--- src/rtl/aesl_axis_stall_sensor.sv ---
// Per-channel AXI-Stream stall detector. A channel is flagged blocked after THRESHOLD
// consecutive stalled cycles, and the first channel ever to block is latched for reporting.
module aesl_axis_stall_sensor #(
  parameter int              N_CH      = 4,
  parameter logic [N_CH-1:0] DIR_MASK  = N_CH'(4'b0011),
  parameter int              THRESHOLD = 16,
  parameter int              CNT_W     = 5,
  parameter int              IDX_W     = 2
) (
  input  logic             clock,
  input  logic             reset,
  input  logic             enable,
  input  logic             clear,
  input  logic [N_CH-1:0]  tvalid,
  input  logic [N_CH-1:0]  tready,
  output logic [N_CH-1:0]  axis_block_sigs,
  output logic             block_any,
  output logic             first_vld,
  output logic [IDX_W-1:0] first_idx
);

  typedef enum logic [1:0] {
    ST_IDLE    = 2'd0,
    ST_COUNT   = 2'd1,
    ST_BLOCKED = 2'd2
  } state_e;

  localparam logic [CNT_W-1:0] THR = CNT_W'(THRESHOLD);
  localparam logic [CNT_W-1:0] ONE = CNT_W'(1);

  state_e             state_q [N_CH];
  state_e             state_d [N_CH];
  logic [CNT_W-1:0]   cnt_q   [N_CH];
  logic [CNT_W-1:0]   cnt_d   [N_CH];
  logic               first_vld_q, first_vld_d;
  logic [IDX_W-1:0]   first_idx_q, first_idx_d;
  logic [N_CH-1:0]    stall;
  logic               found;

  // Sinks stall when the DUT is ready but nothing is offered; sources stall on backpressure.
  assign stall = (DIR_MASK & tready & ~tvalid) | (~DIR_MASK & tvalid & ~tready);

  always_comb begin
    first_vld_d = first_vld_q;
    first_idx_d = first_idx_q;
    found       = 1'b0;
    for (int i = 0; i < N_CH; i++) begin
      state_d[i] = state_q[i];
      cnt_d[i]   = cnt_q[i];
      if (!(enable && stall[i])) begin
        state_d[i] = ST_IDLE;
        cnt_d[i]   = '0;
      end else begin
        case (state_q[i])
          ST_IDLE: begin
            cnt_d[i]   = ONE;
            state_d[i] = (THRESHOLD == 1) ? ST_BLOCKED : ST_COUNT;
          end
          ST_COUNT: begin
            cnt_d[i] = cnt_q[i] + ONE;
            if (cnt_q[i] + ONE == THR) state_d[i] = ST_BLOCKED;
          end
          ST_BLOCKED: cnt_d[i] = THR;
          default: begin
            state_d[i] = ST_IDLE;
            cnt_d[i]   = '0;
          end
        endcase
      end
      // Ascending scan: the lowest simultaneously-entering channel claims the capture.
      if (state_d[i] == ST_BLOCKED && state_q[i] != ST_BLOCKED && !first_vld_q && !found) begin
        found       = 1'b1;
        first_vld_d = 1'b1;
        first_idx_d = IDX_W'(i);
      end
    end
  end

  always_ff @(posedge clock) begin
    if (reset || clear) begin
      for (int i = 0; i < N_CH; i++) begin
        state_q[i] <= ST_IDLE;
        cnt_q[i]   <= '0;
      end
      first_vld_q <= 1'b0;
      first_idx_q <= '0;
    end else begin
      for (int i = 0; i < N_CH; i++) begin
        state_q[i] <= state_d[i];
        cnt_q[i]   <= cnt_d[i];
      end
      first_vld_q <= first_vld_d;
      first_idx_q <= first_idx_d;
    end
  end

  always_comb begin
    for (int i = 0; i < N_CH; i++) axis_block_sigs[i] = (state_q[i] == ST_BLOCKED);
  end

  assign block_any = |axis_block_sigs;
  assign first_vld = first_vld_q;
  assign first_idx = first_idx_q;

endmodule
--- config.mk ---
export PLATFORM = sky130hd
export DESIGN_NAME = aesl_axis_stall_sensor
export DESIGN_NICKNAME = d
export VERILOG_FILES = /design/src/rtl/aesl_axis_stall_sensor.sv
export SDC_FILE = /design/constraint.sdc
export NUM_CORES = 1
export LEC_CHECK = 0
export CAP_MARGIN = 20
export CORE_ASPECT_RATIO = 0.9
export CORE_UTILIZATION = 55
export DETAILED_ROUTE_END_ITERATION = 10
export DONT_BUFFER_PORTS = 1
export GPL_TIMING_DRIVEN = 0
export MAX_ROUTING_LAYER = met4
export PLACE_DENSITY = 0.7
export SYNTH_ARGS = -nofsm -noshare
export SYNTH_HDL_FRONTEND = slang
export SYNTH_SLANG_ARGS = --single-unit
--- constraint.sdc ---
create_clock -name clock -period 2.2 [get_ports clock]
set_clock_uncertainty 0.1 [all_clocks]
set_input_delay 0.33 -clock clock [delete_from_list [all_inputs] [get_ports clock]]
set_output_delay 0.33 -clock clock [all_outputs]
set_load 0.05 [all_outputs]
== Yosys cells after proc, flatten, opt, wreduce, memory -nomap -nowiden ==
Memories as Yosys holds them, arrays and structs flattened.
Cells that the tools add are included.
W data, S select, Z words.
Storage, ports and cells
  bits in latches: 0
  RAM bits: 28
  word-level logic and storage cells: 109
  memory bits (read-only): 0
  output and inout port bits: 8
  memories kept: 2
  register bits: 3
Memory list
  cnt_q: words 4, width 5, rd ports 4, clocked after Yosys merged registers in 0, wr ports 4, RTL line 33  | logic [CNT_W-1:0] cnt_q [N_CH];
  state_q: words 4, width 2, rd ports 4, clocked after Yosys merged registers in 0, wr ports 4, RTL line 31  | state_e state_q [N_CH];
Operators by class
  multiply operators: 0
  muxes and demuxes: 42
  bitwise operators: 13
  add/subtract/negate cells: 4
  div/mod/pow operators: 0
  shifts and indexed selects: 0
  reductions and logical operators: 26
  eq/ne operators: 20
  order comparisons: 0
Operators by type and width (count)
  $pmux W5 S3: 4
  $mux W5: 8
  $mux W2: 16
  $pmux W2 S3: 4
  $add A5 B1 Y5 const B: 4
  $eq A5 B5 Y1 const B: 4
  $eq A2 B2 Y1 const B: 8
  $logic_and A1 B1 Y1: 15
  $mux W1: 10
  $eq A2 B1 Y1 const B: 4
  $logic_not A2 Y1: 4
  $ne A2 B2 Y1 const B: 4
  $not A4 Y4: 2
  $or A1 B1 Y1: 8
  $and A2 B4 Y4: 1
  $and A4 B4 Y4: 1
  $logic_not A1 Y1: 4
  $or A4 B4 Y4: 1
  $reduce_bool A4 Y1: 1
  $reduce_or A4 Y1: 1
  $logic_or A1 B1 Y1: 1

== Logic depth before layout (Yosys ltp) ==
Gate-level depths: netlist of the first run.
  word-level depth: 18
  depth in mapped cells: 6

== Worst setup path before layout of the first run ==
No wires, ideal clock.
  path kind: flip-flop to output port
  from: mem state_q[0][7] in the netlist's numbering
  to: out block_any
  required time: 1.770 ns
  data arrival time: 1.677 ns
  path buffers: 0
  stages on the path, launching flop included: 3
  setup slack: 0.093 ns
  cell sequence: dfxtp_1 nor2b_1 or4_1
RTL lines
  from (decl): RTL line 31
  to (decl): RTL line 17  | output logic block_any,

==> flow_metrics.py, run 1 <==
metrics = {
    "die": {
        "core_sq_um": 2446,
        "io_pins": 20,
        "die_area_sq_um": 2794,
        "dieWidth_microns": 55.61,
        "fp-row-count": 17,
        "die_y_microns": 50.25,
        "initial_core_util": 0.5816,
    },
    "cells_and_area": {
        "n_antenna_cell": 0,
        "drive_gt1_frac": 0.1462,
        "final_nets": 187,
        "areaGrowthSynthToFinish_pct": 10.64,
    },
    "logic_synthesis": {
        "synth_edf_count": 0,
        "synthArstFlopShare": 0,
        "seq_area_frac_synth": 0.4362,
        "yosysMostFrequentCell": "dfxtp_1",
        "synth_area_per_cell_sq_um": 8.891,
        "synth_top_area_cell": "dfxtp_1",
        "syn-cell-area_sq_um": 1423,
        "synth_seq_cells": 31,
        "ys_warn_count": 0,
        "synth_fp_nets": 176,
        "synthTopCellsByCount": "dfxtp_1, a21oi_1, nor2_1",
        "synth_cells": 160,
        "yosysTopAreaCellShare": 0.4362,
        "ys_types": 37,
        "synth_area_leaders": "dfxtp_1, a21oi_1, xnor2_1",
        "synth_flop_cell": "dfxtp_1",
    },
    "place": {
        "gp_congestion": 0.8198,
        "place.port_buffers": 0,
        "dpl.hpwl_microns": 1995,
        "dp_slack_ps": -24.34,
    },
    "route": {
        "drt_iter0_markers": 33,
        "dr.pass1.iters": 4,
        "drtAntennaViolNets": 0,
        "drt_wl_total_microns": 2749,
        "via_count": 1133,
        "wl_per_cell_microns": 13.81,
        "drc": 0,
        "via_per_inst": 5.693,
    },
    "timing": {
        "clock.fmax_mhz": 453.9,
        "finalWorstSetupSlack_ps": -2.959,
        "slew_viol_final": 0,
        "tightestPinTransition_ps": 705.9,
        "period_share": 1.001,
        "fin_crit_ps": 2203,
        "whs_ps": 65.39,
        "max-slew-margin-rel": 0.5272,
        "setup_viol": 1,
        "hold_viol_final": 0,
        "rsz0062_at_grt": "yes",
    },
    "power": {
        "powerDensity_nw_per_um2": 586.6,
        "ir_worst_vdd_v": 0.0004726,
        "p_leak_nw": 0.5580,
    },
    "worst_setup_path": {
        "crit_end": "block_any",
        "end_kind": "primary output",
        "cp.required_ps": 1770,
        "startpoint": "state_q[0][4]",
        "worstReg2RegEnd": "first_vld",
        "path_class": "flip-flop to primary output",
        "r2r_start": "first_vld",
        "rrSetupSlack_ps": 280,
        "crit_fanout": 3,
        "arrival_ps": 1770,
        "worst_setup_path_start_kind": "flip-flop",
        "r2r_cells": 5,
    },
    "grt": {
        "grt_use_total": 0.2271,
        "first_global_vias": 1071,
        "grt_max_degree": 11,
        "grt_pass1_wl_microns": 4657,
        "grt_antenna_before_repair": 0,
        "grt_overflow": 0,
    },
    "clocking": {
        "clk_path_buf_depth": 2,
        "cts_buffers": 5,
        "cts_tree": "yes",
        "root_buffer": "clkbuf_4",
        "clk_latency_ps": 330,
        "path_clk_slew_ps": 90,
        "cts_num_sinks": 31,
        "cts.htree.levels": 2,
    },
    "run": {
        "maxCapViolCount": 0,
    },
    "run_status": {
        "status": "finished with violations",
        "violations": "setup timing",
    },
    "worst_hold_path": {
        "hp-class": "input pin to flip-flop",
    },
}
cell families after synthesis:
family                     after synthesis  synth area share
and+or+nand+nor                         80            0.3157
xor gates and xnor gates                14           0.08619
buffers and inverters                    4           0.01055
DFF                                     31            0.4362
AOI/OAI and AO/OA                       27            0.1161
adders and majority gates                4           0.03518
sequential cells by signal, indices dropped and copies added, names as in the netlist:
register and count:
cnt_q 20, first_idx 2, first_vld 1, state_q 8
repair_timing:
| item | 4_1_cts | 5_1_grt |
|---|---|---|
| resized for setup | 9 | 0 |
| hold buffers | 0 | 0 |
| setup buffers | 2 | 0 |
| endpoints found under the setup margin | 1 | 1 |
| pin swaps | 1 | 0 |
| hold endpoints to repair | 0 | 0 |
how the worst min path moves through the flow:
stage,slack (ps),startpoint,cells past startpoint,end
6_report,70,enable,2,state_q[0][7]
5_1_grt,50,enable,2,state_q[0][7]
4_1_cts,50,enable,2,state_q[0][7]
3_5_place_dp,390,state_q[0][6],1,cnt_q[3][0]
3_3_place_gp,380,state_q[0][6],1,state_q[0][6]
2_1_floorplan,360,state_q[0][2],1,cnt_q[1][0]
routing by layer:
metal | global-route usage | up-vias | part of all wire
li1 | - | 592 | -
met1 | 0.2961 | 508 | 0.48
met2 | 0.3233 | 28 | 0.43
met3 | 0.06443 | 5 | 0.071
met4 | 0.1125 | 0 | 0.017
met5 | - | - | 0
final cells by class:
cell class / count / area (sq um)
Fill cell: 203 / 872.1
Multi-Input combinational cell: 125 / 808.3
Sequential cell: 31 / 625.6
Clock buffer: 6 / 51.30
Tap cell: 28 / 35.03
Timing Repair Buffer: 4 / 26.28
Inverter: 3 / 18.77
Clock inverter: 1 / 5.005
Buffer: 1 / 3.754
per-stage QoR:
stage / utilization / area (sq um) / std cells / total power, mW / setup TNS (ps)
floorplan: - / 1423 / 160 / 0.5959 / 0
global placement: 0.5959 / 1458 / 188 / 0.6009 / -81.45
detailed placement: 0.6005 / 1469 / 190 / 0.6018 / -24.34
CTS: 0.6435 / 1574 / 199 / 0.9388 / -10.18
global route: 0.6435 / 1574 / 199 / 0.9609 / -48.21
finish: 0.6435 / 1574 / 199 / 0.9234 / -2.959
power by group:
group	switching, mW	internal [mW]	total (mW)
Clock	0.186	0.148	0.334
Sequential	0.00291	0.562	0.565
Combinational	0.0151	0.00921	0.0243
Total	0.204	0.719	0.923
placed cells by master, fill, tap and decap left out, drive strengths merged, types with 2 or more instances in the layout:
master    count
a21oi        18
and3          5
buf           4
clkbuf        7
clkinvlp      2
dfxtp        31
ha            4
nand2         9
nand2b        7
nand3        11
nand4b        2
nor2         14
nor2b         6
nor3          9
nor3b         2
o21ai         2
or3           5
xnor2        10
xor2          4
worst max-delay path, stage by stage, from the launching register on:
cell        delay (ps)
dfxtp_2            340
nand2b_4           130
clkinvlp_4         260
or4_4              730
No activity file was read; power rests on OpenSTA's default activity.
==> inputs of run 2 (changes only) <==
--- a/config.mk
+++ b/config.mk
@@ -8,6 +8,7 @@
 export CAP_MARGIN = 20
 export CORE_ASPECT_RATIO = 0.9
 export CORE_UTILIZATION = 55
+export CTS_CLUSTER_SIZE = 16
 export DETAILED_ROUTE_END_ITERATION = 10
 export DONT_BUFFER_PORTS = 1
 export GPL_TIMING_DRIVEN = 0
==> results of run 2 <==
Same layout as run 1: the final DEF is identical, and so are final timing and power.
==> inputs of run 3 (changes only) <==
--- a/config.mk
+++ b/config.mk
@@ -14,6 +14,7 @@
 export GPL_TIMING_DRIVEN = 0
 export MAX_ROUTING_LAYER = met4
 export PLACE_DENSITY = 0.7
+export SLEW_MARGIN = 20
 export SYNTH_ARGS = -nofsm -noshare
 export SYNTH_HDL_FRONTEND = slang
 export SYNTH_SLANG_ARGS = --single-unit
==> run 3 against run 2 <==
Compared with the run above:
- cell count shrank 1.0%
- via count grew 0.62%
- the flow now finishes without violations
- sequential power is essentially flat
- total power grew 1.0%
- clock power grew 3%
- critical path depth is the same
- largest cell class unchanged
- highest routed layer unchanged
==> flow_metrics.py, run 3 (synthesis results as in run 1) <==
metrics = {
    "power": {
        "ir_worst_vdd_v": 0.0005664,
        "clockPowerShare": 0.368,
        "pwr-share-comb": 0.026,
        "fin_total_pwr_uw": 933.0,
        "p_leak_nw": 0.5512,
        "p_sw_uw": 213.7,
        "seqPwrFrac": 0.606,
        "swShare": 0.2290,
        "p_int_uw": 719.3,
        "powerDensity_nw_per_um2": 596.1,
    },
    "worst_hold_path": {
        "hp-start": "enable",
        "hp-class": "input pin to flip-flop",
    },
    "place": {
        "dp_slack_ps": -6.067,
        "postPlaceCellArea_sq_um": 1460,
        "dpl.hpwl_microns": 2046,
        "gp_congestion": 0.8198,
        "place.port_buffers": 0,
        "dpl.cell_count": 188,
    },
    "timing": {
        "slew_viol_final": 0,
        "setup_viol": 0,
        "fin_crit_ps": 2196,
        "whs_ps": 54.50,
        "max-slew-margin-rel": 0.5032,
        "finalWorstSetupSlack_ps": 4.081,
        "period_share": 0.9981,
        "hold_viol_final": 0,
        "tightestPinTransition_ps": 741.9,
        "rsz0062_at_grt": "yes",
        "clock.fmax_mhz": 455.4,
    },
    "die": {
        "die_area_sq_um": 2794,
        "fp-row-count": 17,
        "core_sq_um": 2446,
        "initial_core_util": 0.5816,
        "die_y_microns": 50.25,
        "dieWidth_microns": 55.61,
        "io_pins": 20,
    },
    "grt": {
        "grt_max_degree": 11,
        "grt.met3_usage": 0.09794,
        "grt_use_total": 0.2391,
        "grt_overflow": 0,
        "first_global_vias": 1111,
        "grt_antenna_before_repair": 0,
        "grtUsageMet2": 0.3353,
        "grt_util_met1": 0.3013,
        "grt_pass1_wl_microns": 4830,
        "top_usage_layer": "met2",
    },
    "worst_setup_path": {
        "r2r_start": "first_vld",
        "end_kind": "primary output",
        "path_class": "flip-flop to primary output",
        "cp.required_ps": 1770,
        "worst_setup_path_start_kind": "flip-flop",
        "arrival_ps": 1770,
        "startpoint": "state_q[0][4]",
        "crit_fanout": 3,
    },
    "cells_and_area": {
        "fin_cells": 197,
        "mostFrequentLayoutCell": "dfxtp_1",
        "layout_common_cells": "dfxtp_1, a21oi_1, nor2_1",
        "num-fill-cells": 217,
        "areaGrowthSynthToFinish_pct": 10.03,
        "drive_gt1_frac": 0.1479,
        "n_antenna_cell": 0,
        "final_cell_area_sq_um": 1565,
        "largest-register": "cnt_q",
        "largest_reg_flops": 20,
        "final_nets": 185,
    },
    "clocking": {
        "cts_buffers": 5,
        "cts_tree": "yes",
        "ctsHoldBuffers": 0,
        "clk_path_buf_depth": 2,
        "cts_num_sinks": 31,
        "root_buffer": "clkbuf_4",
        "cts.htree.levels": 2,
        "path_clk_slew_ps": 100,
        "clk_latency_ps": 330,
    },
    "route": {
        "via_per_inst": 5.787,
        "drtAntennaViolNets": 0,
        "wl_per_cell_microns": 14.48,
        "drt_wl_total_microns": 2852,
        "dr.pass1.iters": 4,
        "via_count": 1140,
        "drc": 0,
        "drt_iter0_markers": 44,
    },
    "run_status": {
        "status": "finished, final reports clean",
    },
    "run": {
        "maxCapViolCount": 0,
    },
}
## run 3: cell count changes in the layout (fill, tap and decap cells not counted)
cell     previous run  this run
buf_4               3         2
nor2b_2             1         2
buf_1               1         0
nor2b_1             5         4
## run 3: metrics by stage
stage / TNS, ps / utilization
floorplan: 0 / -
global placement: -81.45 / 0.5959
detailed placement: -6.067 / 0.5969
CTS: -13.59 / 0.6399
global route: -61.57 / 0.6399
finish: 0 / 0.6399
## run 3: final timing paths
| path | end | slack [ps] | cells past startpoint |
|---|---|---|---|
| max | block_any | 4 | 3 |
| min | cnt_q[3][4] | 50 | 2 |
| max reg2reg | first_vld | 280 | 5 |
| min reg2reg | cnt_q[3][0] | 420 | 1 |
## run 3: layout make-up
cell class / instances / area [sq um] / area share
multi-input combinational: 125 / 810.8 / 0.5180
sequential: 31 / 625.6 / 0.3997
clock buffer: 6 / 51.30 / 0.03277
tap: 28 / 35.03 / 0.02238
inverter: 3 / 18.77 / 0.01199
timing repair buffer: 2 / 15.01 / 0.009592
clock inverter: 1 / 5.005 / 0.003197
buffer: 1 / 3.754 / 0.002398
## run 3: worst max-delay path: stages, from the launching register on
cell,delay (ps)
dfxtp_2,340
nand2b_4,130
clkinvlp_4,260
or4_4,710
## run 3: power by group through the flow
stage               registers (mW)  logic (mW)  clock network (mW)
floorplan                    0.579      0.0174                   0
global placement             0.579      0.0217                   0
detailed placement           0.579      0.0224                   0
CTS                          0.565      0.0242               0.350
global route                 0.566      0.0271               0.385
finish                       0.565      0.0243               0.343
## run 3: routing by layer
metal	wire (microns)	share of wire	vias up
met5	0	0	-
met4	48	0.017	0
met3	198	0.069	4
met2	1254	0.44	32
met1	1351	0.47	521
li1	-	-	583
## run 3: what timing repair did
item | CTS | global route
pin swaps | 1 | 1
setup endpoints to repair | 1 | 1
resized for setup | 9 | 0
setup buffers | 2 | 0
